===== config.mk =====
export PLATFORM = sky130hd
export DESIGN_NAME = insn_decode_imm
export DESIGN_NICKNAME = d
export VERILOG_FILES = /design/src/rtl/insn_decode_imm.sv
export SDC_FILE = /design/constraint.sdc
export NUM_CORES = 1
export LEC_CHECK = 0
export ABC_AREA = 0
export CAP_MARGIN = 10
export CORE_ASPECT_RATIO = 1.25
export CORE_MARGIN = 4
export CORE_UTILIZATION = 25
export DETAILED_ROUTE_END_ITERATION = 10
export GPL_TIMING_DRIVEN = 0
export SLEW_MARGIN = 15
export SYNTH_ARGS = -nofsm -noshare
export SYNTH_HDL_FRONTEND = slang
export SYNTH_SLANG_ARGS = --single-unit

===== constraint.sdc =====
create_clock -name in_clk -period 2.8 [get_ports in_clk]
set_input_delay 0.42 -clock in_clk [delete_from_list [all_inputs] [get_ports in_clk]]
set_output_delay 0.42 -clock in_clk [all_outputs]
set_load 0.02 [all_outputs]

===== src/rtl/insn_decode_imm.sv =====
// ARMv8 subset classifier: combinational opcode/immediate for fetch steering,
// plus a one-entry output register feeding decode on the following cycle.
module insn_decode_imm #(
  parameter int GPR_SIZE = 64
) (
  input  logic                in_clk,
  input  logic                rst,
  input  logic [31:0]         in_insnbits,
  input  logic                in_valid,
  input  logic                in_stall,
  output logic [4:0]          out_opcode,
  output logic [GPR_SIZE-1:0] out_imm,
  output logic [4:0]          out_q_opcode,
  output logic [GPR_SIZE-1:0] out_q_imm,
  output logic                out_q_valid
);

  localparam logic [4:0] OP_ERROR = 5'd0,  OP_LDUR  = 5'd1,  OP_STUR  = 5'd2,
                         OP_MOVK  = 5'd3,  OP_MOVZ  = 5'd4,  OP_ADR   = 5'd5,
                         OP_ADRP  = 5'd6,  OP_CSEL  = 5'd7,  OP_CSINC = 5'd8,
                         OP_CSINV = 5'd9,  OP_CSNEG = 5'd10, OP_ADDS  = 5'd11,
                         OP_SUBS  = 5'd12, OP_MVN   = 5'd13, OP_ORR   = 5'd14,
                         OP_EOR   = 5'd15, OP_ANDS  = 5'd16, OP_LSL   = 5'd17,
                         OP_LSR   = 5'd18, OP_UBFM  = 5'd19, OP_ASR   = 5'd20,
                         OP_B     = 5'd21, OP_BR    = 5'd22, OP_BCOND = 5'd23,
                         OP_BL    = 5'd24, OP_BLR   = 5'd25, OP_RET   = 5'd26,
                         OP_NOP   = 5'd27, OP_HLT   = 5'd28;

  logic [31:0] i;
  logic [5:0]  immr, imms;
  logic [4:0]  opcode_d, opcode_q;
  logic [GPR_SIZE-1:0] imm_d, imm_q;
  logic        valid_d, valid_q;

  assign i    = in_insnbits;
  assign immr = i[21:16];
  assign imms = i[15:10];

  // Keys are mutually exclusive, so the if-chain order carries no priority.
  always_comb begin
    out_opcode = OP_ERROR;
    out_imm    = '0;
    if (i[31:21] == 11'b11111000010) begin
      out_opcode = OP_LDUR;
      out_imm    = {{(GPR_SIZE-9){i[20]}}, i[20:12]};
    end else if (i[31:21] == 11'b11111000000) begin
      out_opcode = OP_STUR;
      out_imm    = {{(GPR_SIZE-9){i[20]}}, i[20:12]};
    end else if (i[31:23] == 9'b110100101) begin
      out_opcode = OP_MOVZ;
      out_imm    = {{(GPR_SIZE-16){1'b0}}, i[20:5]};
    end else if (i[31:23] == 9'b111100101) begin
      out_opcode = OP_MOVK;
      out_imm    = {{(GPR_SIZE-16){1'b0}}, i[20:5]};
    end else if (i[28:24] == 5'b10000) begin
      out_opcode = i[31] ? OP_ADRP : OP_ADR;
      out_imm    = {{(GPR_SIZE-21){i[23]}}, i[23:5], i[30:29]};
      if (i[31]) out_imm = out_imm << 12;
    end else if (i[31:23] == 9'b101100010 || i[31:23] == 9'b111100010) begin
      out_opcode = i[30] ? OP_SUBS : OP_ADDS;
      out_imm    = {{(GPR_SIZE-12){1'b0}}, i[21:10]};
      if (i[22]) out_imm = out_imm << 12;
    end else if (i[31:21] == 11'b10101011000) begin
      out_opcode = OP_ADDS;
    end else if (i[31:21] == 11'b11101011000) begin
      out_opcode = OP_SUBS;
    end else if (i[31:21] == 11'b11101010000) begin
      out_opcode = OP_ANDS;
    end else if (i[31:21] == 11'b10101010000) begin
      out_opcode = OP_ORR;
    end else if (i[31:21] == 11'b11001010000) begin
      out_opcode = OP_EOR;
    end else if (i[31:21] == 11'b10101010001) begin
      out_opcode = OP_MVN;
    end else if (i[31:21] == 11'b10011010100 && i[11] == 1'b0) begin
      out_opcode = i[10] ? OP_CSINC : OP_CSEL;
    end else if (i[31:21] == 11'b11011010100 && i[11] == 1'b0) begin
      out_opcode = i[10] ? OP_CSNEG : OP_CSINV;
    end else if (i[31:22] == 10'b1101001101) begin
      // UBFM aliases: LSR when imms saturates, LSL when immr == imms+1.
      if (imms == 6'd63) begin
        out_opcode = OP_LSR;
        out_imm    = {{(GPR_SIZE-6){1'b0}}, immr};
      end else if ({1'b0, imms} + 7'd1 == {1'b0, immr}) begin
        out_opcode = OP_LSL;
        out_imm    = {{(GPR_SIZE-6){1'b0}}, 6'd63 - imms};
      end else begin
        out_opcode = OP_UBFM;
        out_imm    = {{(GPR_SIZE-12){1'b0}}, immr, imms};
      end
    end else if (i[31:22] == 10'b1001001101 && imms == 6'd63) begin
      out_opcode = OP_ASR;
      out_imm    = {{(GPR_SIZE-6){1'b0}}, immr};
    end else if (i[30:26] == 5'b00101) begin
      out_opcode = i[31] ? OP_BL : OP_B;
      out_imm    = {{(GPR_SIZE-28){i[25]}}, i[25:0], 2'b00};
    end else if (i[31:24] == 8'b01010100 && !i[4]) begin
      out_opcode = OP_BCOND;
      out_imm    = {{(GPR_SIZE-21){i[23]}}, i[23:5], 2'b00};
    end else if (i[31:10] == 22'b1101011000011111000000 && i[4:0] == 5'd0) begin
      out_opcode = OP_BR;
    end else if (i[31:10] == 22'b1101011000111111000000 && i[4:0] == 5'd0) begin
      out_opcode = OP_BLR;
    end else if (i[31:10] == 22'b1101011001011111000000 && i[4:0] == 5'd0) begin
      out_opcode = OP_RET;
    end else if (i == 32'hD503201F) begin
      out_opcode = OP_NOP;
    end else if (i[31:21] == 11'b11010100010 && i[4:0] == 5'd0) begin
      out_opcode = OP_HLT;
    end
  end

  always_comb begin
    opcode_d = opcode_q;
    imm_d    = imm_q;
    valid_d  = valid_q;
    if (!in_stall) begin
      opcode_d = out_opcode;
      imm_d    = out_imm;
      valid_d  = in_valid;
    end
  end

  always_ff @(posedge in_clk) begin
    if (rst) begin
      opcode_q <= OP_ERROR;
      imm_q    <= '0;
      valid_q  <= 1'b0;
    end else begin
      opcode_q <= opcode_d;
      imm_q    <= imm_d;
      valid_q  <= valid_d;
    end
  end

  assign out_q_opcode = opcode_q;
  assign out_q_imm    = imm_q;
  assign out_q_valid  = valid_q;

endmodule


### Word level (Yosys, flattened, before mapping)

Cells that the tools add are included.

* output and inout port bits: 139
* register bits: 70

* eq/ne operators: 26
* bitwise logic cells: 1
* reduce and logical (&&, ||, !) cells: 11
* muxes and demuxes: 52
* add/sub/neg operators: 2

Operators with widths (number)
* $mux 64: 18
* $eq 11x11->1 const B: 11
* $mux 5: 23
* $eq 22x22->1 const B: 3
* $eq 9x9->1 const B: 4
* $eq 32x32->1 const B: 1
* $mux 32: 1
* $mux 12: 2
* $mux 24: 1
* $eq 10x10->1 const B: 2
* $eq 8x7->1 const B: 1
* $logic_and 1x1->1: 8
* $mux 2: 4
* $mux 4: 2
* $add 6x1->7 const B: 1
* $eq 7x6->1: 1
* $eq 6x6->1 const B: 1
* $sub 6x6->6 const A: 1
* $eq 5x3->1 const B: 1
* $eq 5x5->1 const B: 1
* $logic_not 5->1: 1
* $mux 3: 1
* $logic_not 1->1: 1
* $logic_or 1x1->1: 1
* $not 1->1: 1

### Longest topological paths before layout

Gate-level depths: netlist of the first run.

* word-level depth: 25
* depth in mapped cells: 10
* mapped depth without buffers: 9

### Worst setup path before layout of the first run

No wires, ideal clock.

* path type: input-to-output
* start point: in in_insnbits[25]
* end point: out out_imm[33]
* slack: -242 ps
* stages: 7
* arrival: 2622 ps
* path through: buf_2 > nor4bb_1 > and3_1 > buf_2 > nand2_1 > nand3_1 > buf_4

* cells in the longest elaborated chain, start to end: 20
* elaborated cells between the ends (all ways): 41
* classes of those cells: eq/ne (18); mux (18); reduce/logical (5)

RTL lines
* from (decl): RTL line 8 `input logic [31:0] in_insnbits,`
* $eq 8x7->1: RTL line 97 `end else if (i[31:24] == 8'b01010100 && !i[4]) begin`
* $logic_and 1x1->1: RTL line 97
* $mux 64: RTL line 97
* $mux 64: RTL line 94 `end else if (i[30:26] == 5'b00101) begin`
* $mux 64: RTL line 91 `end else if (i[31:22] == 10'b1001001101 && imms == 6'd63) begin`
* $mux 64: RTL line 79 `end else if (i[31:22] == 10'b1101001101) begin`
* $mux 64: RTL line 77 `end else if (i[31:21] == 11'b11011010100 && i[11] == 1'b0) begin`
* $mux 64: RTL line 75 `end else if (i[31:21] == 11'b10011010100 && i[11] == 1'b0) begin`
* (+4 left out)
* $mux 64: RTL line 65 `end else if (i[31:21] == 11'b11101011000) begin`
* $mux 64: RTL line 63 `end else if (i[31:21] == 11'b10101011000) begin`
* $mux 64: RTL line 59 `end else if (i[31:23] == 9'b101100010 || i[31:23] == 9'b111100010) begin`
* $mux 64: RTL line 55 `end else if (i[28:24] == 5'b10000) begin`
* $mux 64: RTL line 52 `end else if (i[31:23] == 9'b111100101) begin`
* $mux 64: RTL line 49 `end else if (i[31:23] == 9'b110100101) begin`
* $mux 64: RTL line 46 `end else if (i[31:21] == 11'b11111000000) begin`
* $mux 64 (*): RTL line 43 `if (i[31:21] == 11'b11111000010) begin`
* to (decl): RTL line 12 `output logic [GPR_SIZE-1:0] out_imm,`

Every way passes the cells marked *; elsewhere a longest branch is shown, timed or not.

### Worst setup path after layout of the first run

* start point: in in_insnbits[10]
* end point: out out_imm[8]

* cells in the longest elaborated chain, start to end: 19
* elaborated cells between the ends (all ways): 22
* classes of those cells: add/sub (1); eq/ne (2); mux (18); reduce/logical (1)

RTL lines
* $add 6x1->7: RTL line 84 `end else if ({1'b0, imms} + 7'd1 == {1'b0, immr}) begin`
* $eq 7x6->1: RTL line 84
* $mux 12: RTL line 84
* $mux 12: RTL line 81 `if (imms == 6'd63) begin`
* $mux 64 (*): RTL line 79
* $mux 64 (*): RTL line 77
* $mux 64 (*): RTL line 75
* $mux 64 (*): RTL line 73 `end else if (i[31:21] == 11'b10101010001) begin`
* (+3 left out)
* $mux 64 (*): RTL line 65
* $mux 64 (*): RTL line 63
* $mux 64 (*): RTL line 59
* $mux 64 (*): RTL line 55
* $mux 64 (*): RTL line 52
* $mux 64 (*): RTL line 49
* $mux 64 (*): RTL line 46
* $mux 64 (*): RTL line 43

Marks and branches as above.

==> impl_metrics.tcl, run 1 <==
set metrics [dict create \
    yosysSeqAreaShare_pct 19.00 \
    rsz0062_at_grt "true" \
    n_fill_cell 1553 \
    synthArstFlopShare_pct 0 \
    hold_slack_ns 0.4699 \
    gp_congestion 0.9663 \
    cts_tree "yes" \
    violations "setup timing" \
    synthFlopType "dfxtp_1" \
    die_w_um 122.7 \
    core_area_um2 16140 \
    cp.required_ns 2.38 \
    setup.worst_path.class "in -> out" \
    nNetsFinal 857 \
    overflow 0 \
    cp_data_arrival_time_ns 2.56 \
    combPwrFrac_pct 35.0 \
    synth_edf_count 0 \
    internal_power_mw 1.223 \
    clkTransAtPathRegs_ns 0.06 \
    syn_inst 577 \
    layout-drive-gt1-share_pct 45.24 \
    mostFrequentLayoutCells "buf_4 (130), clkdlybuf4s50_1 (72), buf_6 (51), nor2_1 (44)" \
    crit_path_max_incr_delay_ns 0.28 \
    p_switching_mw 0.5987 \
    dr.pass1.iters 7 \
    antenna_found_initial 0 \
    grt_pass1_vias 5465 \
    maxSlewViolCount 0 \
    via_per_inst 5.495 \
    grt_max_degree 34 \
    h-tree-depth 2 \
    layout_setup_ws_ns -0.1779 \
    period_needed_ns 2.978 \
    vdd_drop_max_uv 182.4 \
    setup_viol 24 \
    num_rows 52 \
    numCtsBuffers 5 \
    period_share_pct 106.4 \
    ios 175 \
    syn2layout_area_growth_pct 94.64 \
    post-place-cells 959 \
    dr.first_iter.drc_count 576 \
    vias 5693 \
    p_per_area_nw_per_um2 227.8 \
    hold_buffers 0 \
    endpoint_kind "primary output" \
    ys_seq_elements 39 \
    cp_top_family "buffers and inverters" \
    ant_nets 0 \
    utilization_pct 49.57 \
    hold_class "reg -> reg" \
    routed_wirelength_mm 21.10 \
    final_common_cell "buf_4" \
    cap_viol_max_count 0 \
    finalHoldViolCount 0 \
    slew_headroom_pct 36.29 \
    clock_sinks 39 \
    synth_top_area_share_pct 19.00 \
    synth_warnings 0 \
    critPathLaunchType "input pin" \
    leakage_nw 3.530 \
    cts_buffer_depth 2 \
    grt_pass1_wl_mm 30.67 \
    synth_xor_area_share_pct 2.345 \
    die_area_um2 18560 \
    max_freq_mhz 335.8 \
    p_seq_share_pct 31.8 \
    dpl.hpwl_mm 14.79 \
    syn-num-nets 615 \
    grtUsageTotal_pct 21.03 \
    synth_top_family_by_area "compound AO/OA/AOI/OAI gates" \
    crit_slowest_cell "a31oi_4" \
    drc 0 \
    synth_top_cell_by_area "dfxtp_1" \
    initial_core_util_pct 25.47 \
    p_sw_share_pct 32.86 \
    yosys-top-cells-area "dfxtp_1 (19%), buf_4 (12%), nand2_1 (4.9%), nor2_1 (4.8%), a21oi_1 (4.8%)" \
    numPortBuffers 166 \
    synthSimpleGateAreaFrac_pct 27.04 \
    cp_num_buf_inv 6 \
    synth_compound_area_share_pct 28.50 \
    cp_max_fo 4 \
    worstMarginPinSlew_ns 0.9544 \
    synth_fa_ha_area_share_pct 0.6090 \
    crit_chain "buf_8 > buf_6 > clkinvlp_4 > ha_4 > xor2_1 > nor2_1 > nand4_1 > buf_6 > a31oi_4 > nor2_4 > buf_12 > o31ai_4 > nand2_1 > buf_6" \
    muxShareOfSynthArea_pct 3.928 \
    cp_common_cell "buf_6" \
    status "finished with violations" \
    diodes 0 \
    clk_latency_ns 0.28 \
    final_cells 1036 \
    root_buffer "clkbuf_16" \
    wl_per_cell_um 20.36 \
    fin_skew_ns 0 \
    pwr-share-clk_pct 33.2 \
    synth_cell_types 72 \
    avgSynthCellArea_um2 7.121 \
    synthesis.area_um2 4109 \
    die_h_um 151.3 \
]
[layout make-up]
class	count	area, um^2	area share [%]
plain buffers	106	764.5	9.559
multi-input cells	405	3610	45.13
well taps	216	270.3	3.379
repair buffers	235	2303	28.80
flip-flops and latches	39	780.7	9.762
clock buffers	7	152.6	1.909
inverters	27	108.9	1.361
clock inverters	1	7.507	0.09387
[synthesized netlist by cell type, drive strengths merged, types with 12 or more instances]
library cell and number:
nand2 54, nand3 13, mux2i 15, nor3 12
nor2 53, inv 27, clkbuf 37, buf 73
a21oi 39, o21ai 29, dfxtp 39
[what timing repair did]
action,in CTS,in global routing
pin swaps,61,48
endpoints found under the setup margin,105,60
gates resized for setup,491,123
buffers inserted,55,17
cloned,5,1
[logic make-up after synthesis]
logic type | Yosys count
adder cells (fa/ha/maj) | 2
buffers and inverters | 137
multiplexers | 16
flip-flops | 39
XOR/XNOR | 11
AO/OA/AOI/OAI | 165
AND/OR/NAND/NOR | 207
[worst paths after layout]
path         slack, ns            end  cells past startpoint       startpoint
max              -0.18     out_imm[8]                     14  in_insnbits[10]
min               0.47   out_q_imm[9]                      2     out_q_imm[9]
max reg2reg       1.51  out_q_imm[62]                      2    out_q_imm[62]
min reg2reg       0.47   out_q_imm[9]                      2     out_q_imm[9]
[sequential cells by signal, summed over array words and instances, names as in the netlist]
register      count
out_q_valid       1
out_q_imm        33
out_q_opcode      5
[metal layers]
layer  vias up  track usage [%]  routed length, um
met5         -                0                  0
met3        89            3.474               2060
met4         0            11.88               1179
li1       2552                -                  -
met2       400            36.11              10180
met1      2652            24.58               7675
[worst reg2reg max path, stage by stage (launching register included)]
cell	delay, ns
dfxtp_1	0.94
mux2i_1	0.17
nor2_1	0.12
[metrics by stage]
step	setup TNS, ns	power (mW)	cell area, um^2	setup WS (ns)
floorplan	0	0.8601	4135	0.03141
global placement	-125.17	1.082	6067	-1.649
detailed placement	-125.61	1.083	6067	-1.670
CTS	-1.674	1.775	7460	-0.2312
global route	-3.909	1.884	7998	-0.2344
finish	-2.577	1.822	7998	-0.1779
[power by group through the flow]
stage | logic, mW | clock network [mW] | registers, mW
after global placement | 0.489 | 0 | 0.592
after detailed placement | 0.490 | 0 | 0.593
after global routing | 0.668 | 0.633 | 0.583
final | 0.638 | 0.604 | 0.580
after floorplan | 0.248 | 0 | 0.612
after CTS | 0.583 | 0.612 | 0.580
(Power assumes the default switching activity.)
==> run 2: changes to the inputs <==
- TNS_END_PERCENT: unset -> 1
==> run 2 against run 1 <==
Net effect: the run still ends with setup timing left; routed wire length down 4.3%; clock skew is the same; critical path depth is 1 lower; clock power is 3.8% lower; highest routed layer unchanged; worst setup slack worse by 0.022 ns; global-route usage is 0.61 points lower; count of clock-buffer cells in the layout stayed put; die area is the same; total power shrank 4.5%; combinational power down 9.4%.
==> impl_metrics.tcl, run 2 (synthesized netlist as in run 1, its figures left out) <==
set metrics [dict create \
    wl_per_cell_um 20.03 \
    final_common_cell "buf_4" \
    vdd_drop_max_uv 172.7 \
    overflow 0 \
    clkTransAtPathRegs_ns 0.06 \
    period_share_pct 107.1 \
    dr.pass1.iters 7 \
    diodes 0 \
    violations "setup timing" \
    hold_class "reg -> reg" \
    p_per_area_nw_per_um2 242.1 \
    h-tree-depth 2 \
    cp_data_arrival_time_ns 2.58 \
    nNetsFinal 829 \
    initial_core_util_pct 25.47 \
    dr.first_iter.drc_count 651 \
    grt_pass1_wl_mm 29.66 \
    finalHoldViolCount 0 \
    gp_congestion 0.9488 \
    largest_reg_flops 33 \
    layout_setup_ws_ns -0.2000 \
    numPortBuffers 166 \
    maxSlewViolCount 0 \
    routed_wirelength_mm 20.19 \
    numCtsBuffers 5 \
    die_w_um 122.7 \
    endpoint_kind "primary output" \
    cts_tree "yes" \
    cap_viol_max_count 0 \
    vias 5526 \
    period_needed_ns 3.000 \
    worstMarginPinSlew_ns 0.9657 \
    fin_skew_ns 0 \
    max_freq_mhz 333.3 \
    power_mw 1.740 \
    drc 0 \
    setup_viol 20 \
    leakage_nw 3.247 \
    final_cells 1008 \
    setup.worst_path.class "in -> out" \
    syn2layout_area_growth_pct 74.85 \
    cp.required_ns 2.38 \
    mostFrequentLayoutCells "buf_4 (118), clkdlybuf4s50_1 (74), nor2_1 (48), nand2_1 (47), dfxtp_1 (39)" \
    n_fill_cell 1663 \
    ios 175 \
    clock_sinks 39 \
    post-place-cells 959 \
    rsz0062_at_grt "true" \
    dpl.hpwl_mm 14.80 \
    clk_latency_ns 0.29 \
    root_buffer "clkbuf_16" \
    layout-drive-gt1-share_pct 36.74 \
    die_area_um2 18560 \
    cts_buffer_depth 2 \
    hold_buffers 0 \
    hold_slack_ns 0.4766 \
    grtUsageTotal_pct 20.43 \
    grt_max_degree 34 \
    status "finished with violations" \
    die_h_um 151.3 \
    grt_pass1_vias 5138 \
    antenna_found_initial 0 \
    core_area_um2 16140 \
    slew_headroom_pct 35.53 \
    critPathLaunchType "input pin" \
    utilization_pct 44.53 \
    ant_nets 0 \
    via_per_inst 5.482 \
    cp_max_fo 4 \
    num_rows 52 \
]
[run 2: cell type report]
type | count | area [um^2] | share of cell area [%]
Buffer | 106 | 744.5 | 10.36
Clock buffer | 7 | 142.6 | 1.985
Clock inverter | 1 | 8.758 | 0.1219
Inverter | 27 | 105.1 | 1.463
Multi-Input combinational cell | 405 | 3284 | 45.72
Sequential cell | 39 | 780.7 | 10.87
Tap cell | 216 | 270.3 | 3.762
Timing Repair Buffer | 207 | 1848 | 25.72
[run 2: through the flow]
stage | instance area (um^2) | setup TNS [ns] | setup WS (ns)
finish | 7184 | -1.946 | -0.2000
global route | 7184 | -3.306 | -0.2884
CTS | 7128 | -1.768 | -0.1795
detailed placement | 6046 | -123.65 | -1.845
global placement | 6046 | -125.57 | -1.815
floorplan | 4114 | -0.6236 | -0.1196
[run 2: power breakdown]
group | total, mW | internal (mW) | switching (mW)
clock | 0.581 | 0.356 | 0.225
combinational | 0.578 | 0.240 | 0.338
sequential | 0.581 | 0.571 | 0.00951
[run 2: critical path, stage by stage]
cell        delay, ns
buf_8            0.09
buf_6            0.11
clkinvlp_4       0.14
ha_4             0.24
xor2_1           0.13
nor2_1           0.16
nand4_1          0.11
buf_6            0.15
a31oi_4          0.25
xnor2_2          0.12
a2111oi_4        0.38
nor2_1           0.10
buf_4            0.17
[run 2: per-layer routing]
metal  share of wire (%)  track usage [%]  vias to the layer above
met5                   0                0                        -
met4                 5.4            10.31                        0
met3                 9.7            3.175                       89
met2                  48            36.36                      409
met1                  37            23.42                     2539
li1                    -                -                     2489
[run 2: path summary, 6_finish.rpt]
path	start	end	slack, ns	depth (start not counted)
hold / removal	out_q_opcode[1]	out_q_opcode[1]	0.48	2
setup / recovery	in_insnbits[10]	out_imm[1]	-0.20	13
hold reg to reg	out_q_opcode[1]	out_q_opcode[1]	0.48	2
setup reg to reg	out_q_imm[62]	out_q_imm[62]	1.51	2
[run 2: timing repair]
action,in CTS,in global routing
pin swaps,48,18
setup endpoints to repair,107,62
hold endpoints to repair,0,0
buffers inserted,38,3
gates cloned,4,0
gates resized for setup,419,45
==> run 3: changes to the inputs <==
- CORE_MARGIN: 4 -> unset
==> run 3 against run 2 <==
Net effect: sequential share of layout area down 0.41 points; clock power down 6.2%; sequential cell count is the same; routed wire length fell by 0.57%; critical path depth is the same; non-clock buffer count increased by 28; global-route usage up 2.7 points; the flow still finishes with violations (setup timing); die area is 8.7% lower; clock skew stayed put; combinational power increased by 3%.
==> impl_metrics.tcl, run 3 (synthesized netlist as in run 1, its figures left out) <==
set metrics [dict create \
    hold_buffers 0 \
    largest_reg_flops 33 \
    multi_input_area_um2 3284 \
    clkTransAtPathRegs_ns 0.06 \
    diodes 0 \
    leakage_nw 3.373 \
    r2r_start "out_q_imm[62]" \
    hold_end "out_q_opcode[1]" \
    gp_congestion 0.9450 \
    ios 175 \
    die_area_um2 16960 \
    pwr-share-clk_pct 31.7 \
    antenna_found_initial 0 \
    hold_class "reg -> reg" \
    cp.required_ns 2.38 \
    h-tree-depth 2 \
    numPortBuffers 166 \
    holdCritStartpoint "out_q_opcode[1]" \
    seqCellArea_um2 780.7 \
    p_switching_mw 0.5658 \
    wl_per_cell_um 19.40 \
    p_sw_share_pct 32.92 \
    initial_core_util_pct 25.47 \
    r2r-end "out_q_imm[62]" \
    via_per_inst 5.402 \
    grt_max_degree 34 \
    final_cells 1035 \
    die_h_um 145.3 \
    rsz0062_at_grt "true" \
    layout-drive-gt1-share_pct 39.07 \
    grt_pass1_wl_mm 30.09 \
    clk_latency_ns 0.28 \
    max_freq_mhz 332.4 \
    internal_power_mw 1.153 \
    n_fill_cell 1637 \
    cts_buffer_depth 2 \
    nNetsFinal 856 \
    cts_tree "yes" \
    numCtsBuffers 5 \
    num_rows 52 \
    final_common_cell "buf_4" \
    overflow 0 \
    postLayoutCellArea_um2 7465 \
    post-place-cells 959 \
    clock_sinks 39 \
    placed_cell_area_um2 6046 \
    dr.pass1.iters 5 \
    pre_cts_slack_ns -1.880 \
    reg2reg_depth 2 \
    worstMarginPinSlew_ns 0.9833 \
    combPwrFrac_pct 34.5 \
    slew_headroom_pct 34.36 \
    dpl.hpwl_mm 14.40 \
    mostFrequentLayoutCells "buf_4 (135), clkdlybuf4s50_1 (76), nor2_1 (48), nand2_1 (45), dfxtp_1 (39)" \
    vdd_drop_max_uv 190.5 \
    setup.worst_path.class "in -> out" \
    setup_viol 36 \
    regToRegSetupSlack_ns 1.49 \
    drc 0 \
    cp_data_arrival_time_ns 2.59 \
    ant_nets 0 \
    routed_wirelength_mm 20.08 \
    cap_viol_max_count 0 \
    finalSetupTns_ns -2.690 \
    root_buffer "clkbuf_16" \
    fin_skew_ns 0 \
    status "finished with violations" \
    power_mw 1.719 \
    period_needed_ns 3.008 \
    layout_setup_ws_ns -0.2081 \
    violations "setup timing" \
    p_per_area_nw_per_um2 230.2 \
    endpoint_kind "primary output" \
    dr.first_iter.drc_count 512 \
    p_seq_share_pct 33.8 \
    grtUsageTotal_pct 23.17 \
    period_share_pct 107.4 \
    grt_pass1_vias 5339 \
    finalHoldViolCount 0 \
    maxSlewViolCount 0 \
    crit_path_start "in_insnbits[10]" \
    syn2layout_area_growth_pct 81.67 \
    critPathLaunchType "input pin" \
    core_area_um2 16140 \
    vias 5591 \
    hold_depth 2 \
    die_w_um 116.7 \
    cp_max_fo 3 \
]
==> run 3: cell count changes in the layout (fill, tap and decap cells not counted), moves of 3 or more <==
cell / delta
clkdlybuf4s15_2: +3
dlygate4sd2_1: -3
o31ai_2: +3
buf_8: -3
buf_4: +17
clkbuf_2: -8
buf_6: +12
==> run 3: area by class of cell <==
class | count | area share [%]
buffer | 106 | 10.09
clock buffer | 7 | 1.777
clock inverter | 1 | 0.06705
inverter | 27 | 1.458
multi-input combinational | 404 | 44.00
sequential | 39 | 10.46
tap | 216 | 3.621
timing repair buffer | 235 | 28.53
==> run 3: metrics by stage <==
step           hold WS (ns)  util (%)
6_report             0.4723     46.26
5_1_grt              0.4959     46.26
4_1_cts              0.4738     46.07
3_5_place_dp         0.4650     37.47
3_3_place_gp         0.4595     37.47
2_1_floorplan        0.5440         -
==> run 3: worst max path at each step <==
stage | to | slack [ns] | cells past startpoint
final | out_imm[1] | -0.21 | 13
after global routing | out_imm[1] | -0.31 | 13
after CTS | out_imm[1] | -0.17 | 13
after detailed placement | out_imm[11] | -1.88 | 12
after global placement | out_imm[11] | -1.85 | 12
after floorplan | out_imm[10] | -0.12 | 9
==> run 3: worst max-delay path, cell delays in order <==
cell        delay (ns)
buf_8             0.09
buf_6             0.12
clkinvlp_4        0.14
ha_4              0.24
xor2_1            0.13
nor2_1            0.16
nand4_1           0.18
a31oi_4           0.26
buf_6             0.16
xnor2_4           0.07
a2111oi_4         0.37
nor2_2            0.10
buf_6             0.15
==> run 3: routing by layer <==
metal / track usage, % / vias to the layer above / routed length (um)
li1: - / 2533 / -
met1: 27.36 / 2581 / 7541
met2: 39.50 / 395 / 9479
met3: 3.707 / 82 / 1876
met4: 12.34 / 0 / 1181
met5: 0 / - / 0
==> run 3: power by group through the flow <==
stage,Clock [mW],Combinational [mW],Sequential [mW]
floorplan,0,0.247,0.612
global placement,0,0.490,0.592
detailed placement,0,0.489,0.593
CTS,0.553,0.579,0.581
global route,0.576,0.625,0.582
finish,0.545,0.593,0.581
==> run 3: what timing repair did <==
action / in CTS / in global routing
setup buffers: 68 / 1
gates cloned: 3 / 0
gates resized for setup: 467 / 8
endpoints found under the setup margin: 107 / 58
pin swaps: 56 / 5
endpoints found under the hold margin: 0 / 0
